==> config.mk <==
export PLATFORM = sky130hd
export DESIGN_NAME = vmask_gen_flat
export DESIGN_NICKNAME = d
export VERILOG_FILES = /design/src/rtl/vmask_gen_if.sv /design/src/rtl/vmask_gen.sv /design/src/flat_wrapper.sv
export SDC_FILE = /design/constraint.sdc
export NUM_CORES = 1
export LEC_CHECK = 0
export BUFFER_PORTS_ARGS = -buffer_cell sky130_fd_sc_hd__buf_2
export CAP_MARGIN = 0
export CELL_PAD_IN_SITES_DETAIL_PLACEMENT = 0
export CELL_PAD_IN_SITES_GLOBAL_PLACEMENT = 1
export CORE_UTILIZATION = 42
export DETAILED_ROUTE_END_ITERATION = 8
export GPL_TIMING_DRIVEN = 0
export PLACE_DENSITY_LB_ADDON = 0.1
export SYNTH_ARGS = -nofsm -noshare
export SYNTH_HDL_FRONTEND = slang
export SYNTH_SLANG_ARGS = --single-unit
export TNS_END_PERCENT = 100
==> constraint.sdc <==
create_clock -name clk -period 4.79 [get_ports clk]
set_input_delay 0.7185 -clock clk [delete_from_list [all_inputs] [get_ports clk]]
set_output_delay 0.7185 -clock clk [all_outputs]
set_load 0.01 [all_outputs]
==> src/rtl/vmask_gen_if.sv <==
// Request/word-stream bundle for vmask_gen: request side in_*, mask word stream out_*.
// in_invert exists only when VMASK_GEN_INVERT_EN is defined.
interface vmask_gen_if #(
  parameter int REQ_DATA_WIDTH = 64,
  parameter int REQ_ADDR_WIDTH = 32,
  parameter int COUNT_WIDTH    = 16,
  parameter int WORDS_WIDTH    = 8
);
  logic                      in_valid;
  logic                      in_ready;
  logic [COUNT_WIDTH-1:0]    in_count;
  logic [WORDS_WIDTH-1:0]    in_words;
  logic [REQ_ADDR_WIDTH-1:0] in_addr;
`ifdef VMASK_GEN_INVERT_EN
  logic                      in_invert;
`endif
  logic [REQ_DATA_WIDTH-1:0] out_vec;
  logic [REQ_ADDR_WIDTH-1:0] out_addr;
  logic                      out_valid;
  logic                      out_ready;
  logic                      out_end;

  modport slave (
    input  in_valid, in_count, in_words, in_addr,
`ifdef VMASK_GEN_INVERT_EN
    input  in_invert,
`endif
    input  out_ready,
    output in_ready, out_vec, out_addr, out_valid, out_end
  );

  modport master (
    output in_valid, in_count, in_words, in_addr,
`ifdef VMASK_GEN_INVERT_EN
    output in_invert,
`endif
    output out_ready,
    input  in_ready, out_vec, out_addr, out_valid, out_end
  );
endinterface

==> src/rtl/vmask_gen.sv <==
// Expands a scalar bit count into a stream of LSB-first thermometer mask words.
// Optional VMASK_GEN_INVERT_EN adds in_invert, which complements every emitted word.
module vmask_gen #(
  parameter int REQ_DATA_WIDTH = 64,
  parameter int REQ_ADDR_WIDTH = 32,
  parameter int COUNT_WIDTH    = 16,
  parameter int WORDS_WIDTH    = 8
) (
  input logic        clk,
  input logic        rst,
  vmask_gen_if.slave bus
);
  localparam int W = REQ_DATA_WIDTH;
  localparam logic [COUNT_WIDTH-1:0] W_CNT = COUNT_WIDTH'(W);

  typedef enum logic {IDLE, EMIT} state_e;

  state_e                    state_q, state_d;
  logic                      rdy_q, rdy_d;
  logic [COUNT_WIDTH-1:0]    rem_q, rem_d;
  logic [WORDS_WIDTH-1:0]    left_q, left_d;
  logic [REQ_ADDR_WIDTH-1:0] addr_q, addr_d;
  logic [W-1:0]              vec_q, vec_d;
  logic                      valid_q, valid_d;
  logic                      end_q, end_d;
  logic                      inv_q, inv_d;
  logic                      inv_in, accept, xfer;

`ifdef VMASK_GEN_INVERT_EN
  assign inv_in = bus.in_invert;
`else
  assign inv_in = 1'b0;
`endif

  // rdy_q is only high in IDLE, so accept never fires while a request is being emitted.
  assign accept = bus.in_valid & rdy_q;
  assign xfer   = valid_q & bus.out_ready;

  function automatic logic [W-1:0] mask_of(input logic [COUNT_WIDTH-1:0] rem, input logic inv);
    logic [W-1:0] m;
    if (rem >= W_CNT) m = '1;
    else              m = (W'(1) << rem) - W'(1);
    return m ^ {W{inv}};
  endfunction

  // NOTE: sequential state uses non-blocking assignments so every register samples pre-edge values.
  always_ff @(posedge clk or negedge rst) begin
    if (!rst) state_q <= IDLE;
    else      state_q <= state_d;
  end

  always_comb begin
    // NOTE: default first so every path assigns state_d and no latch is inferred.
    state_d = state_q;
    unique case (state_q)
      IDLE: if (accept && bus.in_words != '0) state_d = EMIT;
      EMIT: if (xfer && end_q)                state_d = IDLE;
      default: state_d = IDLE;
    endcase
  end

  always_comb begin
    rem_d   = rem_q;
    left_d  = left_q;
    addr_d  = addr_q;
    vec_d   = vec_q;
    valid_d = valid_q;
    end_d   = end_q;
    inv_d   = inv_q;
    if (state_q == IDLE) begin
      if (accept && bus.in_words != '0) begin
        rem_d   = bus.in_count;
        left_d  = bus.in_words;
        addr_d  = bus.in_addr;
        inv_d   = inv_in;
        vec_d   = mask_of(bus.in_count, inv_in);
        valid_d = 1'b1;
        end_d   = (bus.in_words == WORDS_WIDTH'(1));
      end
    end else if (xfer) begin
      if (end_q) begin
        rem_d   = '0;
        left_d  = '0;
        vec_d   = '0;
        valid_d = 1'b0;
        end_d   = 1'b0;
      end else begin
        // Saturate at zero so an oversized count only ever yields all-ones words.
        rem_d  = (rem_q > W_CNT) ? rem_q - W_CNT : '0;
        left_d = left_q - WORDS_WIDTH'(1);
        addr_d = addr_q + REQ_ADDR_WIDTH'(1);
        vec_d  = mask_of(rem_d, inv_q);
        end_d  = (left_q == WORDS_WIDTH'(2));
      end
    end
    rdy_d = (state_d == IDLE);
  end

  always_ff @(posedge clk or negedge rst) begin
    if (!rst) begin
      rdy_q   <= 1'b0;
      rem_q   <= '0;
      left_q  <= '0;
      addr_q  <= '0;
      vec_q   <= '0;
      valid_q <= 1'b0;
      end_q   <= 1'b0;
      inv_q   <= 1'b0;
    end else begin
      rdy_q   <= rdy_d;
      rem_q   <= rem_d;
      left_q  <= left_d;
      addr_q  <= addr_d;
      vec_q   <= vec_d;
      valid_q <= valid_d;
      end_q   <= end_d;
      inv_q   <= inv_d;
    end
  end

  assign bus.in_ready  = rdy_q;
  assign bus.out_vec   = vec_q;
  assign bus.out_addr  = addr_q;
  assign bus.out_valid = valid_q;
  assign bus.out_end   = end_q;
endmodule

==> src/flat_wrapper.sv <==
// flat-port wrapper written by rule: the top's interface ports become plain ports
module vmask_gen_flat 
#(
  parameter int REQ_DATA_WIDTH = 64,
  parameter int REQ_ADDR_WIDTH = 32,
  parameter int COUNT_WIDTH    = 16,
  parameter int WORDS_WIDTH    = 8
)
  (clk, rst, bus_in_valid, bus_in_count, bus_in_words, bus_in_addr, bus_out_ready, bus_in_ready, bus_out_vec, bus_out_addr, bus_out_valid, bus_out_end);
  vmask_gen_if #(.REQ_DATA_WIDTH(REQ_DATA_WIDTH), .REQ_ADDR_WIDTH(REQ_ADDR_WIDTH), .COUNT_WIDTH(COUNT_WIDTH), .WORDS_WIDTH(WORDS_WIDTH)) bus_i ();
  input logic clk;
  input logic rst;
  input wire logic [$bits(bus_i.in_valid)-1:0] bus_in_valid;
  input wire logic [$bits(bus_i.in_count)-1:0] bus_in_count;
  input wire logic [$bits(bus_i.in_words)-1:0] bus_in_words;
  input wire logic [$bits(bus_i.in_addr)-1:0] bus_in_addr;
  input wire logic [$bits(bus_i.out_ready)-1:0] bus_out_ready;
  output wire logic [$bits(bus_i.in_ready)-1:0] bus_in_ready;
  output wire logic [$bits(bus_i.out_vec)-1:0] bus_out_vec;
  output wire logic [$bits(bus_i.out_addr)-1:0] bus_out_addr;
  output wire logic [$bits(bus_i.out_valid)-1:0] bus_out_valid;
  output wire logic [$bits(bus_i.out_end)-1:0] bus_out_end;
  assign bus_i.in_valid = bus_in_valid;
  assign bus_i.in_count = bus_in_count;
  assign bus_i.in_words = bus_in_words;
  assign bus_i.in_addr = bus_in_addr;
  assign bus_i.out_ready = bus_out_ready;
  assign bus_in_ready = bus_i.in_ready;
  assign bus_out_vec = bus_i.out_vec;
  assign bus_out_addr = bus_i.out_addr;
  assign bus_out_valid = bus_i.out_valid;
  assign bus_out_end = bus_i.out_end;
  vmask_gen #(.REQ_DATA_WIDTH(REQ_DATA_WIDTH), .REQ_ADDR_WIDTH(REQ_ADDR_WIDTH), .COUNT_WIDTH(COUNT_WIDTH), .WORDS_WIDTH(WORDS_WIDTH)) u_core (.clk(clk), .rst(rst), .bus(bus_i));
endmodule
Yosys cells after proc, flatten, opt, wreduce, memory -nomap -nowiden
Cells that the tools add are included.

Flip-flop bits (word level): 124. Word-level logic and storage cells: 64.

Add/sub/neg operators: 5. Order comparisons: 3. Equal/unequal tests: 5. Shifts and indexed selects: 2. Muxes and demuxes: 30. Bitwise gates (word level): 4. Reductions and logical operators: 7.

Operators by type and width (number): $mux 64 (6); $mux 32 (4); $shl 1x16->64 const A (2); $sub 64x2->64 const B (2); $mux 16 (5); $add 32x1->32 const B (1); $ge 16x7->1 const B (2); $mux 8 (4); $gt 16x7->1 const B (1); $sub 16x7->16 const B (1); $mux 1 (10); $eq 8x1->1 const B (1); $eq 8x2->1 const B (1); $reduce_bool 8->1 (1); $sub 8x1->8 const B (1); $ne 2x2->1 const B (3); $reduce_and 3->1 (2); $and 1x1->1 (2); $logic_and 1x1->1 (2); $not 1->1 (2); $pmux 1 s2 (1); $reduce_and 2->1 (1); $reduce_bool 2->1 (1).

Logic depth before layout (Yosys ltp)
Gate-level depths: netlist of run 1.

Word-level depth: 8. Mapped depth: 19. Depth with buffers taken out: 16.

Worst setup path before layout of run 1
Ideal clock, no wire load.

Path type: input to register. Start: input port bus_in_count[12]. End: register u_core.vec_q[50] (netlist: u_core.bus.out_vec[50]). Setup time: 0.135 ns. Data arrival time: 4.007 ns. Required time: 4.655 ns. Setup slack: 0.648 ns. Stages on the path: 17. Path through: or4_1 -> nor3_2 -> nand2_1 -> clkbuf_1 -> nor2_1 -> nand3_1 -> ha_1 -> inv_1 -> a221oi_1 -> o311a_1 -> o21a_1 -> clkbuf_1 -> clkbuf_1 -> nand2_1 -> o31ai_1 -> a221oi_1 -> o22ai_1.

Word-level cells in the longest chain between the ends: 5.

RTL lines: start: declaration (line flat_wrapper.sv:14) `input wire logic [$bits(bus_i.in_count)-1:0] bus_in_count;`; $shl 1x16->64 (line vmask_gen.sv:42) `else m = (W'(1) << rem) - W'(1);`; $sub 64x2->64 (line vmask_gen.sv:42); $mux 64 * (line vmask_gen.sv:41) `if (rem >= W_CNT) m = '1;`; $mux 64 * (line vmask_gen.sv:71) `if (accept && bus.in_words != '0) begin`; $mux 64 * (line vmask_gen.sv:70) `if (state_q == IDLE) begin`; end signal: assignment (line vmask_gen.sv:114) `vec_q <= vec_d;`; end: declaration (line vmask_gen.sv:23) `logic [W-1:0] vec_q, vec_d;`.

Mark *: on every way between the ends. The rest lies on a longest branch, timed or not. The select of a mux whose other input is x is not followed. A chain may end at the register's enable or synchronous reset.

Worst setup path after layout of run 1
Start: register u_core.rem_q[6]. End: register u_core.vec_q[32] (netlist: u_core.bus.out_vec[32]).

Word-level cells in the longest chain between the ends: 8.

RTL lines: start: declaration (line vmask_gen.sv:20) `logic [COUNT_WIDTH-1:0] rem_q, rem_d;`; start signal: assignment (line vmask_gen.sv:111) `rem_q <= rem_d;`; $sub 16x7->16 / $gt 16x7->1 (equally long branches) (line vmask_gen.sv:89) `rem_d = (rem_q > W_CNT) ? rem_q - W_CNT : '0;`; $mux 16 * (line vmask_gen.sv:89); $shl 1x16->64 (line vmask_gen.sv:42); $sub 64x2->64 (line vmask_gen.sv:42); $mux 64 * (line vmask_gen.sv:41); $mux 64 * (line vmask_gen.sv:81) `if (end_q) begin`; $mux 64 * (line vmask_gen.sv:80) `end else if (xfer) begin`; $mux 64 * (line vmask_gen.sv:70).

Marked as above.

==> impl_metrics.py, run 1 <==
metrics = {
    "outcome": {
        "status": "finished, final reports clean",
    },
    "global_routing": {
        "antenna_found_initial": 1,
        "grt_pass1_wl_mm": 77.7,
        "grt_pass1_vias": 12100,
        "grtUsageMet3": 0.0896,
        "grt.total_usage": 0.407,
        "top_usage_layer": "met2",
        "grt_max_degree": 84,
        "gr-usage-met1": 0.559,
        "grt_overflow_total": 0,
        "met2_usage": 0.612,
    },
    "placement": {
        "routabilityCongestion": 1.03,
        "hpwl_mm": 39.6,
        "dpl_cell_area_sq_um": 11600,
        "io_buffers": 154,
    },
    "sta": {
        "worst_slew_pin_slew_ns": 1.11,
        "fin_worst_skew_ns": 0.0166,
        "fin_tns_setup_ns": 0,
        "setup_viol": 0,
        "final_hold_viol_count": 0,
        "slew_viol_final": 0,
        "fmax_ghz": 0.215,
        "period_share": 0.972,
        "relSlewSlack": 0.254,
        "period_needed_ns": 4.66,
    },
    "synth": {
        "synth_fp_nets": 1489,
        "synth_flop_cell": "dfrtp_1",
        "ys_ff_latch": 124,
        "yosysTopAreaCellShare": 0.300,
        "yosysTopAreaCell": "dfrtp_1",
        "yosys-top-cells-area": "dfrtp_1 30%, a21oi_1 6.2%, o21ai_0 6.0%, nand2_1 6.0%, nor2_1 5.6%",
        "yosysUniqueCellTypes": 90,
        "synth-edff-count": 0,
        "synth_area_sq_um": 10400,
        "syn_area_per_cell_sq_um": 7.28,
        "ys_seq_area_frac": 0.300,
        "yosys_warnings": 0,
        "synth_cells": 1422,
        "async_reset_ff_frac": 1.00,
    },
    "finish": {
        "drive_above_1_share": 0.177,
        "fin_area_sq_um": 12500,
        "fillers": 2522,
        "syn2layout_area_growth_pct": 20.3,
        "nNetsFinal": 1671,
    },
    "clock_tree": {
        "cts_root_buf": "clkbuf_16",
        "numCtsBuffers": 17,
        "cts_tree": "built",
        "htreeDepth": 4,
        "clk_pin_slew_worst_paths_ns": 0.07,
        "clock_path_buffers": 2,
        "insertion_delay_ns": 0.44,
        "cts_sinks": 124,
    },
    "power_and_ir_drop": {
        "clockPowerShare": 0.171,
        "p_sw_uw": 4210,
        "cellPowerDensity_nw_per_um2": 642,
        "combPwrFrac": 0.576,
        "pwr-share-seq": 0.252,
        "swShare": 0.527,
        "p_leak_uw": 0.00487,
        "internal_power_uw": 3780,
        "vdd.ir_drop.worst_v": 0.000400,
    },
    "setup_path": {
        "start_kind": "flip-flop",
        "r2r_end": "u_core.bus.out_vec[32]",
        "crit_path_end_kind": "flip-flop",
        "path_max_fanout": 10,
        "r2r_start": "u_core.rem_q[6]",
        "regToRegSetupSlack_ns": 0.13,
        "worstPathRequired_ns": 5.10,
        "crit_start": "u_core.rem_q[6]",
        "path_class": "flip-flop to flip-flop",
        "reg2regPathDepth": 17,
        "crit_arrival_ns": 4.97,
    },
    "worst_hold_path": {
        "hold_path.class": "input port to async pin",
    },
    "routing": {
        "antenna_left": 0,
        "drc_errors": 0,
        "via_per_inst": 6.77,
        "num_vias": 13100,
        "avgRoutedWirePerCell_um": 27.1,
        "firstDrtPassIters": 6,
        "wl_mm": 52.7,
        "drt-initial-drc-count": 1814,
    },
    "flow_run": {
        "drv_cap": 0,
    },
    "floorplan": {
        "core_area_sq_um": 24200,
        "rows": 57,
        "io_pins": 159,
        "die-height_um": 159,
        "dieArea_sq_um": 25300,
        "die_x_um": 159,
        "start_util": 0.427,
    },
}
-- routing by layer --
layer / wire length (um) / up-vias
met4: 2560 / 0
met1: 21800 / 6309
met2: 22600 / 901
li1: - / 5746
met5: 0 / -
met3: 5780 / 187
-- worst max-delay path by stage --
stage / slack (ns) / end / depth (start not counted)
2_1_floorplan: 0.65 / u_core.bus.out_vec[50] / 17
3_3_place_gp: -0.93 / u_core.bus.out_vec[44] / 19
3_5_place_dp: -0.92 / u_core.bus.out_vec[44] / 19
4_1_cts: 0.007 / u_core.bus.out_vec[44] / 17
5_1_grt: -0.01 / u_core.bus.out_vec[32] / 19
6_report: 0.13 / u_core.bus.out_vec[32] / 17
-- flip-flops by register name (all words and copies together), names as in the netlist --
register and cells:
u_core.bus.in_ready 1, u_core.bus.out_addr 32, u_core.bus.out_end 1, u_core.bus.out_valid 1, u_core.bus.out_vec 64, u_core.left_q 8, u_core.rem_q 16, u_core.state_q 1
-- power by group through the flow --
stage | sequential (uW) | clock, uW | combinational [uW]
after floorplan | 2050 | 0 | 2470
after global placement | 1990 | 0 | 4270
after detailed placement | 2000 | 0 | 4290
after CTS | 1990 | 1370 | 4380
after global routing | 2070 | 1410 | 4890
final | 2020 | 1370 | 4610
-- cells by family (layout without fill, tap and decap cells) --
| kind of cell | after synthesis | in the layout | share of synthesized area |
|---|---|---|---|
| compound gates | 500 | 500 | 0.312 |
| xor+xnor | 22 | 22 | 0.0186 |
| fa+ha+maj | 7 | 7 | 0.00846 |
| buf+inv | 128 | 323 | 0.0499 |
| flops | 124 | 124 | 0.300 |
| mux | 12 | 12 | 0.0116 |
| other cells | 0 | 1 | 0 |
| simple gates | 629 | 629 | 0.300 |
-- stage by stage --
stage,hold WS (ns),std cells,util,total power (uW),worst slack (ns)
floorplan,0.423,1422,-,4520,0.648
global placement,0.469,1900,0.476,6260,-0.929
detailed placement,0.478,1901,0.477,6290,-0.920
CTS,0.228,1937,0.507,7740,0.00679
global route,0.253,1941,0.514,8360,-0.0135
finish,0.207,1942,0.514,7990,0.134
-- layout make-up --
cell class	instances	area (sq um)	area share
diodes	1	2.50	0.000201
repair buffers	166	887	0.0712
multi-input cells	1170	6960	0.558
clock buffers	18	439	0.0352
inverters	20	75.1	0.00602
well taps	324	405	0.0325
flip-flops and latches	124	3100	0.249
clock inverters	14	156	0.0126
plain buffers	105	437	0.0350
-- cell usage in the layout (no fill, tap or decap), types with 11 or more instances in the layout --
cell type  netlist  routed
a211oi_1        23      22
a21oi_1        129     126
a22oi_1         11      11
a31oi_1         28      28
and3_1          25      23
buf_2            8     162
buf_4            1      12
clkbuf_1        89      81
clkbuf_16        0      17
dfrtp_1        124     124
inv_1           17      17
mux2i_1         12      12
nand2_1        165     164
nand3_1         66      65
nand4_1         23      23
nor2_1         155     152
nor2b_1         11      11
nor3_1          70      68
nor4_1          23      22
o211ai_1        12      12
o21ai_0        124     122
o22ai_1         28      28
or3_1           25      24
xnor2_1         13      13
-- cells in the mapped netlist, drive strengths merged (8+ instances only) --
master / instances
o21ai: 134
o31ai: 14
and3: 27
a221oi: 10
xnor2: 13
a22oi: 11
nor2b: 11
nand2: 166
a31oi: 28
inv: 17
o22ai: 28
clkbuf: 89
nand2b: 8
o21a: 8
a221o: 10
and2: 11
nand3: 67
nor2: 157
or2: 9
mux2i: 12
dfrtp: 124
buf: 19
xor2: 9
a21oi: 129
a211oi: 24
nor4: 24
a22o: 8
or3: 27
nand4: 23
nor3: 75
o211ai: 12
-- worst max-delay path, cell delays in order (launching register included) --
cell      delay (ns)
dfrtp_1         0.39
buf_2           0.19
inv_1           0.15
ha_1            0.16
buf_2           0.22
or4b_4          0.60
or3_4           0.41
buf_2           0.22
and4_1          0.24
nand2_1         0.08
ha_1            0.26
o31a_1          0.27
o2111a_2        0.28
nand3_1         0.10
clkbuf_2        0.22
o21ai_0         0.22
nand3_1         0.13
a221o_1         0.37
-- what timing repair did --
item	CTS	global route
resized for setup	19	35
buffers inserted	6	5
hold endpoints to repair	0	0
pin swaps	3	4
cloned	0	0
hold buffers	0	0
setup endpoints to repair	32	24
Note: power is estimated with default switching activity, not from simulation.
==> inputs of run 2 (changes only) <==
Settings changed: BUFFER_PORTS_ARGS -buffer_cell sky130_fd_sc_hd__buf_2 to -buffer_cell sky130_fd_sc_hd__clkbuf_2, PLACE_DENSITY_LB_ADDON 0.1 to 0.08.
==> impl_metrics.py, run 2 (same netlist as run 1, synthesis figures left out) <==
metrics = {
    "clock_tree": {
        "numCtsBuffers": 17,
        "ctsHoldBuffers": 0,
        "insertion_delay_ns": 0.44,
        "htreeDepth": 4,
        "clk_pin_slew_worst_paths_ns": 0.07,
        "clock_path_buffers": 2,
        "cts_tree": "built",
        "cts_sinks": 124,
        "cts_root_buf": "clkbuf_16",
    },
    "power_and_ir_drop": {
        "internal_power_uw": 3730,
        "swShare": 0.529,
        "clockPowerShare": 0.162,
        "power_uw": 7920,
        "vdd.ir_drop.worst_v": 0.000406,
        "p_sw_uw": 4190,
        "p_leak_uw": 0.00494,
        "combPwrFrac": 0.583,
        "pwr-share-seq": 0.255,
        "cellPowerDensity_nw_per_um2": 635,
    },
    "finish": {
        "fillers": 2506,
        "largest_reg_flops": 64,
        "final_common_cell": "nand2_1",
        "drive_above_1_share": 0.178,
        "layout_common_cells": "164 x nand2_1, 157 x clkbuf_2, 153 x nor2_1",
        "fin_area_sq_um": 12500,
        "syn2layout_area_growth_pct": 20.5,
        "nNetsFinal": 1680,
        "postLayoutCoreUtil": 0.515,
        "diodes": 0,
    },
    "worst_hold_path": {
        "hold_path.class": "input port to async pin",
    },
    "global_routing": {
        "grt_pass1_vias": 11900,
        "grt_pass1_wl_mm": 77.2,
        "antenna_found_initial": 0,
        "grt_max_degree": 82,
        "grt.total_usage": 0.403,
        "grt_overflow_total": 0,
    },
    "sta": {
        "relSlewSlack": 0.338,
        "setup_viol": 0,
        "worst_slew_pin_slew_ns": 0.985,
        "whs_ns": 0.208,
        "fin_worst_skew_ns": 0.0184,
        "slew_viol_final": 0,
        "rsz0062_at_grt": "true",
        "period_share": 0.981,
        "final_hold_viol_count": 0,
        "fmax_ghz": 0.213,
        "period_needed_ns": 4.70,
    },
    "outcome": {
        "status": "finished, final reports clean",
    },
    "placement": {
        "dpl_cell_area_sq_um": 11600,
        "hpwl_mm": 39.5,
        "io_buffers": 154,
        "routabilityCongestion": 1.03,
    },
    "setup_path": {
        "crit_slowest_cell": "o311ai_0",
        "path_max_fanout": 10,
        "worstPathRequired_ns": 5.16,
        "reg2regPathDepth": 13,
        "r2r_start": "u_core.rem_q[6]",
        "path_depth": 13,
        "cp_top_family": "simple AND/OR/NAND/NOR gates",
        "crit_path_end_kind": "flip-flop",
        "path_buf_inv": 4,
        "cpPeakStageDelay_ns": 0.75,
        "start_kind": "flip-flop",
        "path_cells": "clkbuf_4 > inv_1 > ha_1 > buf_2 > or4b_4 > buf_4 > nor3_4 > nor3_1 > o311ai_0 > nand2_1 > or3_1 > nor4_2 > a211o_1",
        "path_class": "flip-flop to flip-flop",
        "r2r_end": "u_core.bus.out_vec[57]",
        "regToRegSetupSlack_ns": 0.09,
        "crit_arrival_ns": 5.07,
    },
    "routing": {
        "wl_mm": 52.3,
        "drc_errors": 0,
        "drt-initial-drc-count": 1901,
        "antenna_left": 0,
        "num_vias": 13300,
        "firstDrtPassIters": 6,
        "avgRoutedWirePerCell_um": 26.8,
        "via_per_inst": 6.83,
    },
    "flow_run": {
        "drv_cap": 0,
    },
    "floorplan": {
        "dieArea_sq_um": 25300,
        "rows": 57,
        "die_x_um": 159,
        "die-height_um": 159,
        "core_area_sq_um": 24200,
        "start_util": 0.427,
        "io_pins": 159,
    },
}
## run 2: changes by cell type in the layout (fill, tap and decap cells not counted), moves of 2 or more
cell	change
nor2_2	-2
clkbuf_2	+153
buf_2	-155
buf_4	+9
clkbuf_4	+2
clkinv_4	+2
inv_6	-2
## run 2: through the flow
step	worst slack, ns	std cells	setup TNS [ns]
2_1_floorplan	0.648	1422	0
6_report	0.0914	1949	0
3_5_place_dp	-1.07	1901	-17.23
5_1_grt	-0.0602	1949	-0.0944
3_3_place_gp	-1.01	1900	-16.52
4_1_cts	0.00822	1935	0
## run 2: layout make-up
| class | count | area [sq um] | share of cell area |
|---|---|---|---|
| Multi-Input combinational cell | 1170 | 6930 | 0.556 |
| Sequential cell | 124 | 3100 | 0.249 |
| Timing Repair Buffer | 175 | 957 | 0.0767 |
| Buffer | 105 | 442 | 0.0354 |
| Clock buffer | 17 | 425 | 0.0341 |
| Tap cell | 324 | 405 | 0.0325 |
| Clock inverter | 14 | 138 | 0.0110 |
| Inverter | 20 | 75.1 | 0.00602 |
## run 2: timing repair
action / 4_1_cts / 5_1_grt
endpoints found under the setup margin: 33 / 21
hold endpoints to repair: 0 / 0
gates resized for setup: 22 / 27
buffers inserted: 5 / 15
pin swaps: 2 / 5
gates cloned: 0 / 0
## run 2: per-layer routing
metal  part of all wire  wire length [um]  global-route usage
met1               0.40             20900               0.564
met2               0.44             22800               0.613
met3               0.12              6160              0.0656
met4              0.047              2470               0.178
met5                  0                 0                   0
## run 2: worst reg2reg max path, cell delays in order (launching register included)
cell and delay [ns]:
dfrtp_1 0.38, clkbuf_4 0.19, inv_1 0.15, ha_1 0.16, buf_2 0.22, or4b_4 0.57, buf_4 0.18, nor3_4 0.38
nor3_1 0.28, o311ai_0 0.75, nand2_1 0.31, or3_1 0.49, nor4_2 0.42, a211o_1 0.16
## run 2: power groups by stage
| stage | registers (uW) | clock network [uW] | logic, uW |
|---|---|---|---|
| 2_1_floorplan | 2050 | 0 | 2470 |
| 3_3_place_gp | 2000 | 0 | 4280 |
| 3_5_place_dp | 2010 | 0 | 4280 |
| 4_1_cts | 2000 | 1280 | 4350 |
| 5_1_grt | 2070 | 1320 | 4900 |
| 6_report | 2020 | 1280 | 4620 |
## run 2: worst max-delay path by stage
stage	start	to	slack (ns)
floorplan	bus_in_count[12]	u_core.bus.out_vec[50]	0.65
global placement	u_core.rem_q[6]	u_core.bus.out_vec[44]	-1.01
detailed placement	u_core.rem_q[6]	u_core.bus.out_vec[44]	-1.07
CTS	u_core.rem_q[6]	u_core.bus.out_vec[50]	0.008
global route	u_core.rem_q[6]	u_core.bus.out_vec[32]	-0.06
finish	u_core.rem_q[6]	u_core.bus.out_vec[57]	0.09
==> inputs of run 3 (changes only) <==
Settings changed: ABC_AREA set to 1, CORE_UTILIZATION 42 to 41.
==> impl_metrics.py, run 3 <==
metrics = {
    "setup_path": {
        "path_class": "input port to flip-flop",
        "start_kind": "input port",
        "reg2regPathDepth": 17,
        "crit_path_frequent_cell": "nand2_1",
        "path_cells": "clkbuf_2 > or2_2 > nor3_2 > nand3_1 > nor2_1 > nand2_1 > nor2_1 > nand2_1 > ha_1 > nand2_1 > nor2_1 > nand2_1 > nor2_1 > nand2_1 > inv_1 > nand2_1 > nand3_1 > a21oi_1 > a21oi_1",
        "crit_slowest_cell": "nor3_2",
        "path_buf_inv": 2,
        "worstPathRequired_ns": 5.10,
        "path_depth": 19,
        "cp_top_family": "simple AND/OR/NAND/NOR gates",
        "crit_path_end_kind": "flip-flop",
        "path_max_fanout": 7,
        "crit_arrival_ns": 4.71,
        "cpPeakStageDelay_ns": 0.58,
    },
    "sta": {
        "period_needed_ns": 4.40,
        "fmax_ghz": 0.227,
        "fin_tns_setup_ns": 0,
        "period_share": 0.919,
        "worst_slew_pin_slew_ns": 1.02,
        "final_hold_viol_count": 0,
        "relSlewSlack": 0.311,
        "rsz0062_at_grt": "false",
        "slew_viol_final": 0,
        "fin_worst_skew_ns": 0.0180,
        "setup_viol": 0,
    },
    "routing": {
        "drc_errors": 0,
        "antenna_left": 0,
        "firstDrtPassIters": 9,
        "via_per_inst": 5.96,
        "avgRoutedWirePerCell_um": 21.8,
        "num_vias": 15600,
        "wl_mm": 57.0,
        "drt-initial-drc-count": 1755,
    },
    "power_and_ir_drop": {
        "internal_power_uw": 1880,
        "clockPowerShare": 0.540,
        "p_sw_uw": 607,
        "power_uw": 2490,
        "combPwrFrac": 0.040,
        "cellPowerDensity_nw_per_um2": 178,
        "swShare": 0.244,
        "p_leak_uw": 0.00809,
        "pwr-share-seq": 0.421,
        "vdd.ir_drop.worst_v": 0.000320,
    },
    "synth": {
        "synth_common_cells": "537 x nand2_1, 349 x nor2_1, 226 x nand3_1",
        "ys_ff_latch": 124,
        "yosys_warnings": 0,
        "yosysTopAreaCellShare": 0.256,
        "synth_area_sq_um": 12100,
        "synth_fp_nets": 2110,
        "ys_seq_area_frac": 0.256,
        "syn_area_per_cell_sq_um": 5.93,
        "yosysUniqueCellTypes": 53,
        "async_reset_ff_frac": 1.00,
        "synth_most_common_cell": "nand2_1",
        "synth-edff-count": 0,
        "yosysTopAreaCell": "dfrtp_1",
        "synth_flop_cell": "dfrtp_1",
        "synth_cells": 2043,
        "yosys-top-cells-area": "dfrtp_1 26%, nand2_1 17%, nor2_1 11%, nand3_1 9.3%, nand4_1 7.0%",
    },
    "global_routing": {
        "antenna_found_initial": 0,
        "grt.total_usage": 0.375,
        "grt_pass1_vias": 14300,
        "grt_overflow_total": 0,
        "grt_max_degree": 108,
        "grt_pass1_wl_mm": 85.6,
    },
    "clock_tree": {
        "clock_path_buffers": 2,
        "ctsHoldBuffers": 0,
        "cts_tree": "built",
        "htreeDepth": 4,
        "cts_root_buf": "clkbuf_16",
        "cts_resized": 0,
        "cts_setup_buffers": 0,
        "numCtsBuffers": 17,
        "clk_pin_slew_worst_paths_ns": 0.06,
        "insertion_delay_ns": 0.44,
        "cts_sinks": 124,
    },
    "finish": {
        "layout_common_cells": "537 x nand2_1, 349 x nor2_1, 226 x nand3_1",
        "seq_area_sq_um": 3100,
        "largest_reg_flops": 64,
        "fin_area_sq_um": 14000,
        "nNetsFinal": 2286,
        "diodes": 0,
        "fillers": 3212,
        "multi_input_area_sq_um": 7970,
        "postLayoutCoreUtil": 0.486,
        "final_common_cell": "nand2_1",
        "drive_above_1_share": 0.116,
        "syn2layout_area_growth_pct": 15.6,
    },
    "floorplan": {
        "dieArea_sq_um": 30300,
        "core_area_sq_um": 28900,
        "die_x_um": 174,
        "start_util": 0.420,
        "io_pins": 159,
        "rows": 62,
        "die-height_um": 174,
    },
    "placement": {
        "io_buffers": 156,
        "hpwl_mm": 45.9,
        "routabilityCongestion": 1.00,
        "dpl_cell_area_sq_um": 13400,
    },
    "flow_run": {
        "drv_cap": 0,
    },
    "worst_hold_path": {
        "hold_path.class": "input port to async pin",
    },
    "outcome": {
        "status": "finished, final reports clean",
    },
}
run 3: cell type report:
type	instances	share of cell area
timing repair buffer	157	0.0583
clock buffer	23	0.0341
buffer	97	0.0278
tap	384	0.0343
clock inverter	9	0.00786
multi-input combinational	1645	0.569
sequential	124	0.221
inverter	177	0.0474
run 3: routing by layer:
layer,vias to the layer above,track usage,part of all wire
met5,-,0,0
met4,0,0.146,0.040
met3,124,0.0728,0.096
met2,832,0.583,0.43
met1,7377,0.512,0.43
li1,7250,-,-
run 3: stage by stage:
step	setup WS (ns)	hold slack, ns	cells
5_1_grt	0.218	0.140	2616
3_5_place_dp	0.114	0.468	2584
2_1_floorplan	1.68	0.423	2043
4_1_cts	0.556	0.130	2616
3_3_place_gp	0.0148	0.468	2583
6_report	0.387	0.137	2616
run 3: cell families after synthesis:
group,Yosys count,share of synthesized area
buffers and inverters,274,0.0869
adders and majority gates,7,0.00723
DFF,124,0.256
xor gates and xnor gates,18,0.0130
AOI/OAI and AO/OA,259,0.126
and+or+nand+nor,1361,0.511
run 3: power by group through the flow:
stage | Clock [uW] | Sequential, uW | Combinational [uW]
floorplan | 0 | 1070 | 30.2
global placement | 0 | 1070 | 94.0
detailed placement | 0 | 1070 | 98.0
CTS | 1340 | 1050 | 98.5
global route | 1390 | 1050 | 108
finish | 1340 | 1050 | 99.1
run 3: final timing paths:
path | startpoint | endpoint | slack (ns)
worst max register to register | u_core.rem_q[6] | u_core.bus.out_vec[28] | 0.42
worst min register to register | u_core.bus.out_vec[21] | u_core.bus.out_vec[21] | 0.49
worst max-delay path | bus_in_count[12] | u_core.bus.out_vec[22] | 0.39
worst min-delay path | rst | u_core.bus.out_addr[20] | 0.14
max in group asynchronous | rst | u_core.bus.out_vec[50] | 3.83
min in group clk | u_core.bus.out_vec[21] | u_core.bus.out_vec[21] | 0.49
